[src/rtl/tmr_reg_bank.sv]
// Triple-redundant shift/load register with bitwise majority vote, scrubbing,
// per-copy fault injection and a saturating disagreement counter.
module tmr_reg_bank #(
    parameter int unsigned WIDTH = 4,
    parameter int unsigned CNT_W = 8,
    localparam int unsigned IW = (WIDTH > 1) ? $clog2(WIDTH) : 1
) (
    input  logic             clk,
    input  logic             rst_n,
    input  logic [1:0]       mode,
    input  logic [WIDTH-1:0] din,
    input  logic             sin,
    input  logic             scrub_en,
    input  logic             inj_en,
    input  logic [1:0]       inj_copy,
    input  logic [IW-1:0]    inj_bit,
    input  logic             err_clr,
    output logic [WIDTH-1:0] q,
    output logic             err,
    output logic [2:0]       copy_err,
    output logic [CNT_W-1:0] err_cnt
);

    typedef enum logic [1:0] {
        MODE_HOLD   = 2'b00,
        MODE_LOAD   = 2'b01,
        MODE_SHIFT  = 2'b10,
        MODE_ROTATE = 2'b11
    } mode_t;

    logic [WIDTH-1:0] c     [3];
    logic [WIDTH-1:0] c_nxt [3];
    logic [WIDTH-1:0] n_word;
    logic [WIDTH-1:0] shl_word;
    logic [WIDTH-1:0] rol_word;
    logic [WIDTH-1:0] inj_mask;
    logic             keep_copies;

    always_comb begin
        q        = (c[0] & c[1]) | (c[0] & c[2]) | (c[1] & c[2]);
        err      = |((c[0] ^ c[1]) | (c[0] ^ c[2]));
        copy_err = '0;
        for (int unsigned k = 0; k < 3; k++) begin
            copy_err[k] = |(c[k] ^ q);
        end
    end

    generate
        if (WIDTH == 1) begin : g_narrow
            assign shl_word = sin;
            assign rol_word = q;
        end else begin : g_wide
            assign shl_word = {q[WIDTH-2:0], sin};
            assign rol_word = {q[WIDTH-2:0], q[WIDTH-1]};
        end
    endgenerate

    always_comb begin
        n_word = q;
        case (mode_t'(mode))
            MODE_HOLD:   n_word = q;
            MODE_LOAD:   n_word = din;
            MODE_SHIFT:  n_word = shl_word;
            MODE_ROTATE: n_word = rol_word;
            default:     n_word = q;
        endcase
    end

    // An out-of-range inj_bit matches no mask position, so it injects nothing.
    always_comb begin
        inj_mask = '0;
        for (int unsigned b = 0; b < WIDTH; b++) begin
            inj_mask[b] = (32'(inj_bit) == b);
        end
    end

    // Plain hold keeps each copy as-is so faults persist until scrub or a write.
    assign keep_copies = (mode_t'(mode) == MODE_HOLD) && !scrub_en;

    always_comb begin
        for (int unsigned k = 0; k < 3; k++) begin
            c_nxt[k] = keep_copies ? c[k] : n_word;
            if (inj_en && (inj_copy == 2'(k))) begin
                c_nxt[k] = c_nxt[k] ^ inj_mask;
            end
        end
    end

    always_ff @(posedge clk) begin
        for (int unsigned k = 0; k < 3; k++) begin
            if (!rst_n) begin
                c[k] <= '0;
            end else begin
                c[k] <= c_nxt[k];
            end
        end
    end

    always_ff @(posedge clk) begin
        if (!rst_n) begin
            err_cnt <= '0;
        end else if (err_clr) begin
            err_cnt <= '0;
        end else if (err && (err_cnt != '1)) begin
            err_cnt <= err_cnt + 1'b1;
        end
    end

endmodule

[config.mk]
export PLATFORM = sky130hd
export DESIGN_NAME = tmr_reg_bank
export DESIGN_NICKNAME = d
export VERILOG_FILES = /design/src/rtl/tmr_reg_bank.sv
export SDC_FILE = /design/constraint.sdc
export NUM_CORES = 1
export LEC_CHECK = 0
export BUFFER_PORTS_ARGS = -buffer_cell sky130_fd_sc_hd__buf_2
export CAP_MARGIN = 40
export CORE_ASPECT_RATIO = 1.2
export CORE_MARGIN = 4
export CORE_UTILIZATION = 55
export DETAILED_ROUTE_END_ITERATION = 8
export GPL_TIMING_DRIVEN = 0
export PLACE_DENSITY = 0.87
export RECOVER_POWER = 25
export SLEW_MARGIN = 10
export SYNTH_ARGS = -nofsm -noshare
export SYNTH_HDL_FRONTEND = slang
export SYNTH_SLANG_ARGS = --single-unit
[constraint.sdc]
create_clock -name clk -period 4.7 [get_ports clk]
set_clock_uncertainty 0.05 [all_clocks]
set_input_delay 0.94 -clock clk [delete_from_list [all_inputs] [get_ports clk]]
set_output_delay 0.94 -clock clk [all_outputs]
set_load 0.02 [all_outputs]
== After elaboration in Yosys (flattened, before gate mapping) ==
Memory sizes are Yosys's and may differ from the RTL's.
Index checks and enable logic that the tools add are counted.
Word-level totals
  logic and storage cells: 56
  bits in registers: 8
  RAM bits: 12
  output and inout bits: 16
  memories kept: 1
  input bits: 16
Operators by class
  muxes and demuxes: 12
  eq/ne operators: 9
  bitwise operators: 18
  reductions and logical operators: 14
  add/sub/neg operators: 1
Memories
  c: words 3, bits a word 4, read ports 3, clocked after memory_dff 0, write ports 3, line 31  | logic [WIDTH-1:0] c [3];
Operators with widths (count)
  4-bit two-way mux: 9
  4-bit bitwise XOR: 8
  4-bit one-hot mux with 4 select lines: 1
  4-bit OR reduction: 4
  4-bit bitwise AND: 3
  4-bit bitwise OR: 3
  2-bit == test, second input constant: 5
  8-bit by 1-bit adder with 8-bit output, second input constant: 1
  8-bit != test, second input constant: 1
  2-bit by 1-bit == test with 1-bit output, second input constant: 3
  2-bit logical NOT: 3
  1-bit logical AND: 5
  1-bit bitwise OR: 3
  1-bit two-way mux: 2
  2-bit OR reduction: 1
  1-bit logical NOT: 1
  1-bit NOT: 1

== Logic depth before layout (Yosys ltp) ==
  depth in word-level cells: 8
  depth in mapped cells: 6
  depth with buffers taken out: 6

== Least setup slack after synthesis ==
OpenSTA, ideal clock, no wires.
  path type: flip-flop to output port
  start: memory c[1][2]
  end: output port copy_err[2]
  required time: 3710 ps
  arrival: 1419 ps
  setup slack: 2291 ps
  stages on the path, launching flop included: 5
  buffers on the path: 0
  path through: dfxtp_1 -> ha_1 -> nor2_1 -> o21ai_0 -> or4_1
RTL lines
  from (decl): line 31
  to (decl): line 20  | output logic [2:0] copy_err,

==> out/metrics.cfg <==
[status]
status = complete, no violations

[layout]
diodes = 0
area_delta_synth_final_pct = 13.6
final_cells = 270
fillers = 241
layout.nets = 262
drive_gt1_share_pct = 15.3
area.sequential_sq_um = 400
multi_input_area_sq_mm = 0.00111
utilization_pct = 64.9

[worst_setup_path]
criticalPathCategory = reg -> out
rr_worst_depth = 6
rr_startpoint = c[1][0]
path_buf_inv = 2
cp_top_family = compound AO/OA/AOI/OAI gates
endpoint_kind = primary output
critPathMaxStageDelay_ns = 0.43
reg2reg_setup_slack_ns = 2.54
worst-endpoint-arrival_ns = 2.02
critPathLaunch = c[1][2]
critPathCapture = copy_err[0]
required_ns = 3.71
cp_slowest_cell = a211oi_1
crit_fanout = 6
worstPathCellList = ha_1 > a211oi_1 > inv_1 > xnor2_1 > nand4_1 > buf_2
start_kind = flop
worst-path-stages = 6
r2r_end = err_cnt[1]

[yosys]
synthAdderAreaFrac_pct = 7.08
synth_top_cell_by_area = dfxtp_1
synthArstFlopShare_pct = 0
synth.distinct_cells = 42
yosysTopAreaCellShare_pct = 25.2
synth_edf_count = 0
muxShareOfSynthArea_pct = 3.14
synth.avg_cell_area_sq_um = 7.76
synth-simple-area-share_pct = 34.6
synthCells = 205
seq_area_frac_synth_pct = 25.2
yosysWarningCount = 0
mappedNetlistArea_sq_mm = 0.00159
synthFlopType = dfxtp_1
synth.area.top_cells = dfxtp_1, ha_1, o21ai_0
synth_nets = 230
yosysMostFrequentCell = nand2_1
ys_ff_latch = 20
synthXorXnorAreaFrac_pct = 2.75
synth_top_family_by_area = simple AND/OR/NAND/NOR gates
synth_compound_area_share_pct = 22.7
synth_common_cells = nand2_1, o21ai_0, dfxtp_1

[timing]
hold_viol_final = 0
tightestPinTransition_ns = 0.831
final-setup-viol-count = 0
final.setup.tns_ns = 0
maxSlewViolCount = 0
post-route-min-period_ns = 3.01
fin_ws_ns = 1.69
hold_ws_ns = 0.471
max_freq_ghz = 0.332
fin_crit_sh_pct = 64.1
slew_headroom_pct = 44.5
rsz0062_at_grt = no

[die]
die_area_sq_mm = 0.00382
die_y_microns = 66.9
initial_core_util_pct = 57.1
io_pins = 32
core_sq_mm = 0.00279
placementRows = 21
die_w_microns = 57.1

[routing]
routed.top_layer = met4
drt_iter0_drc = 75
drc = 0
first_pass_iters = 4
met3WireLength_microns = 155
routed_via_density = 6.06
wl_per_cell_microns = 14.0
route.met2.wl_microns = 1920
drtAntennaViolNets = 0
drt_wl_total_microns = 3780
wl_met1_microns = 1670
num_vias = 1636

[clock_tree]
cts_resized = 0
clockBufferDepth = 2
htree_levels = 1
clockRootBuffer = clkbuf_4
ctsHoldBuffers = 0
cts_setup_buffers = 0
cts_tree = done
worstSkewPairLatency_ns = 0.31
numCtsBuffers = 3
clk_pin_slew_ns = 0.12
clock-sinks = 20

[placed_design]
dp_hpwl_microns = 3000
gp_congestion = 0.844
io_buffers = 27
placedCellCount = 266
place_ws_ns = 2.17

[min_path]
hold_class = reg -> reg

[global_route]
antenna_found_initial = 0
gr-usage-all-layers_pct = 19.7
overflow = 0
grt_max_degree = 13
grt_pass1_wl_microns = 5970
grt_pass1_vias = 1332

[job]
drv_cap = 0

[power]
power_leakage_uw = 0.000728
powerDensity_mw_per_mm2 = 255
ir_drop_mv = 0.183

-- area by class of cell --
cell class | instances | share of cell area [%]
multi-input cells | 168 | 61.6
flip-flops and latches | 20 | 22.1
repair buffers | 27 | 6.99
plain buffers | 13 | 3.18
well taps | 34 | 2.35
clock inverters | 1 | 1.66
clock buffers | 3 | 1.25
inverters | 4 | 0.830
-- worst min-delay path by stage --
stage / from / to / slack [ns] / cells past startpoint
after floorplan: err_cnt[6] / err_cnt[6] / 0.51 / 2
after global placement: err_cnt[6] / err_cnt[6] / 0.43 / 2
after detailed placement: err_cnt[6] / err_cnt[6] / 0.44 / 2
after CTS: err_cnt[6] / err_cnt[6] / 0.46 / 2
after global routing: err_cnt[6] / err_cnt[6] / 0.47 / 2
final: err_cnt[6] / err_cnt[6] / 0.47 / 2
-- kinds of logic after synthesis --
kind of cell	count (synthesis)
buffers and inverters	17
and+or+nand+nor	95
DFF	20
xor gates and xnor gates	5
AOI/OAI and AO/OA	54
muxes	5
adders and majority gates	9
-- stage by stage --
stage,instance area [sq um],total power [uW]
floorplan,1590,283
global placement,1770,315
detailed placement,1770,318
CTS,1820,462
global route,1810,480
finish,1810,460
-- worst register-to-register path: stages (launching register included) --
cell,delay (ns)
dfxtp_1,0.48
ha_1,0.28
nor4_1,0.47
o2bb2ai_1,0.23
buf_2,0.27
mux2i_1,0.22
nor2_1,0.05
-- cells in the final DEF (no fill, tap or decap), types with 3 or more instances in the layout --
| master | instances |
|---|---|
| nand4_1 | 5 |
| xnor2_1 | 4 |
| nor3_1 | 4 |
| a211oi_1 | 4 |
| nor2b_1 | 3 |
| or4b_2 | 3 |
| clkbuf_4 | 3 |
| clkbuf_1 | 14 |
| buf_2 | 24 |
| nand3_1 | 13 |
| nor2_1 | 8 |
| inv_1 | 4 |
| dfxtp_1 | 20 |
| o21ai_0 | 22 |
| and3b_1 | 5 |
| a21oi_1 | 7 |
| nor3b_1 | 5 |
| nand3b_1 | 8 |
| o31ai_1 | 3 |
| and2_1 | 3 |
| nand2_1 | 23 |
| mux2i_1 | 5 |
| or3_1 | 3 |
| o2111ai_1 | 3 |
| nor4b_1 | 3 |
| or4_1 | 5 |
| ha_1 | 9 |
-- state kept, by name, indices dropped and copies added (netlist names) --
signal and flops:
c 12, err_cnt 8
-- power by group --
group / internal, uW / switching, uW / total (uW)
Combinational: 49.8 / 73.2 / 123
Clock: 86.2 / 59.9 / 146
Sequential: 179 / 12.6 / 191
Total: 315 / 146 / 460
-- per-layer routing --
layer	up-vias	GRT usage, %
li1	841	-
met3	4	2.33
met4	0	6.09
met1	752	23.3
met5	-	0
met2	39	36.6
No activity file was read; power rests on OpenSTA's default activity.
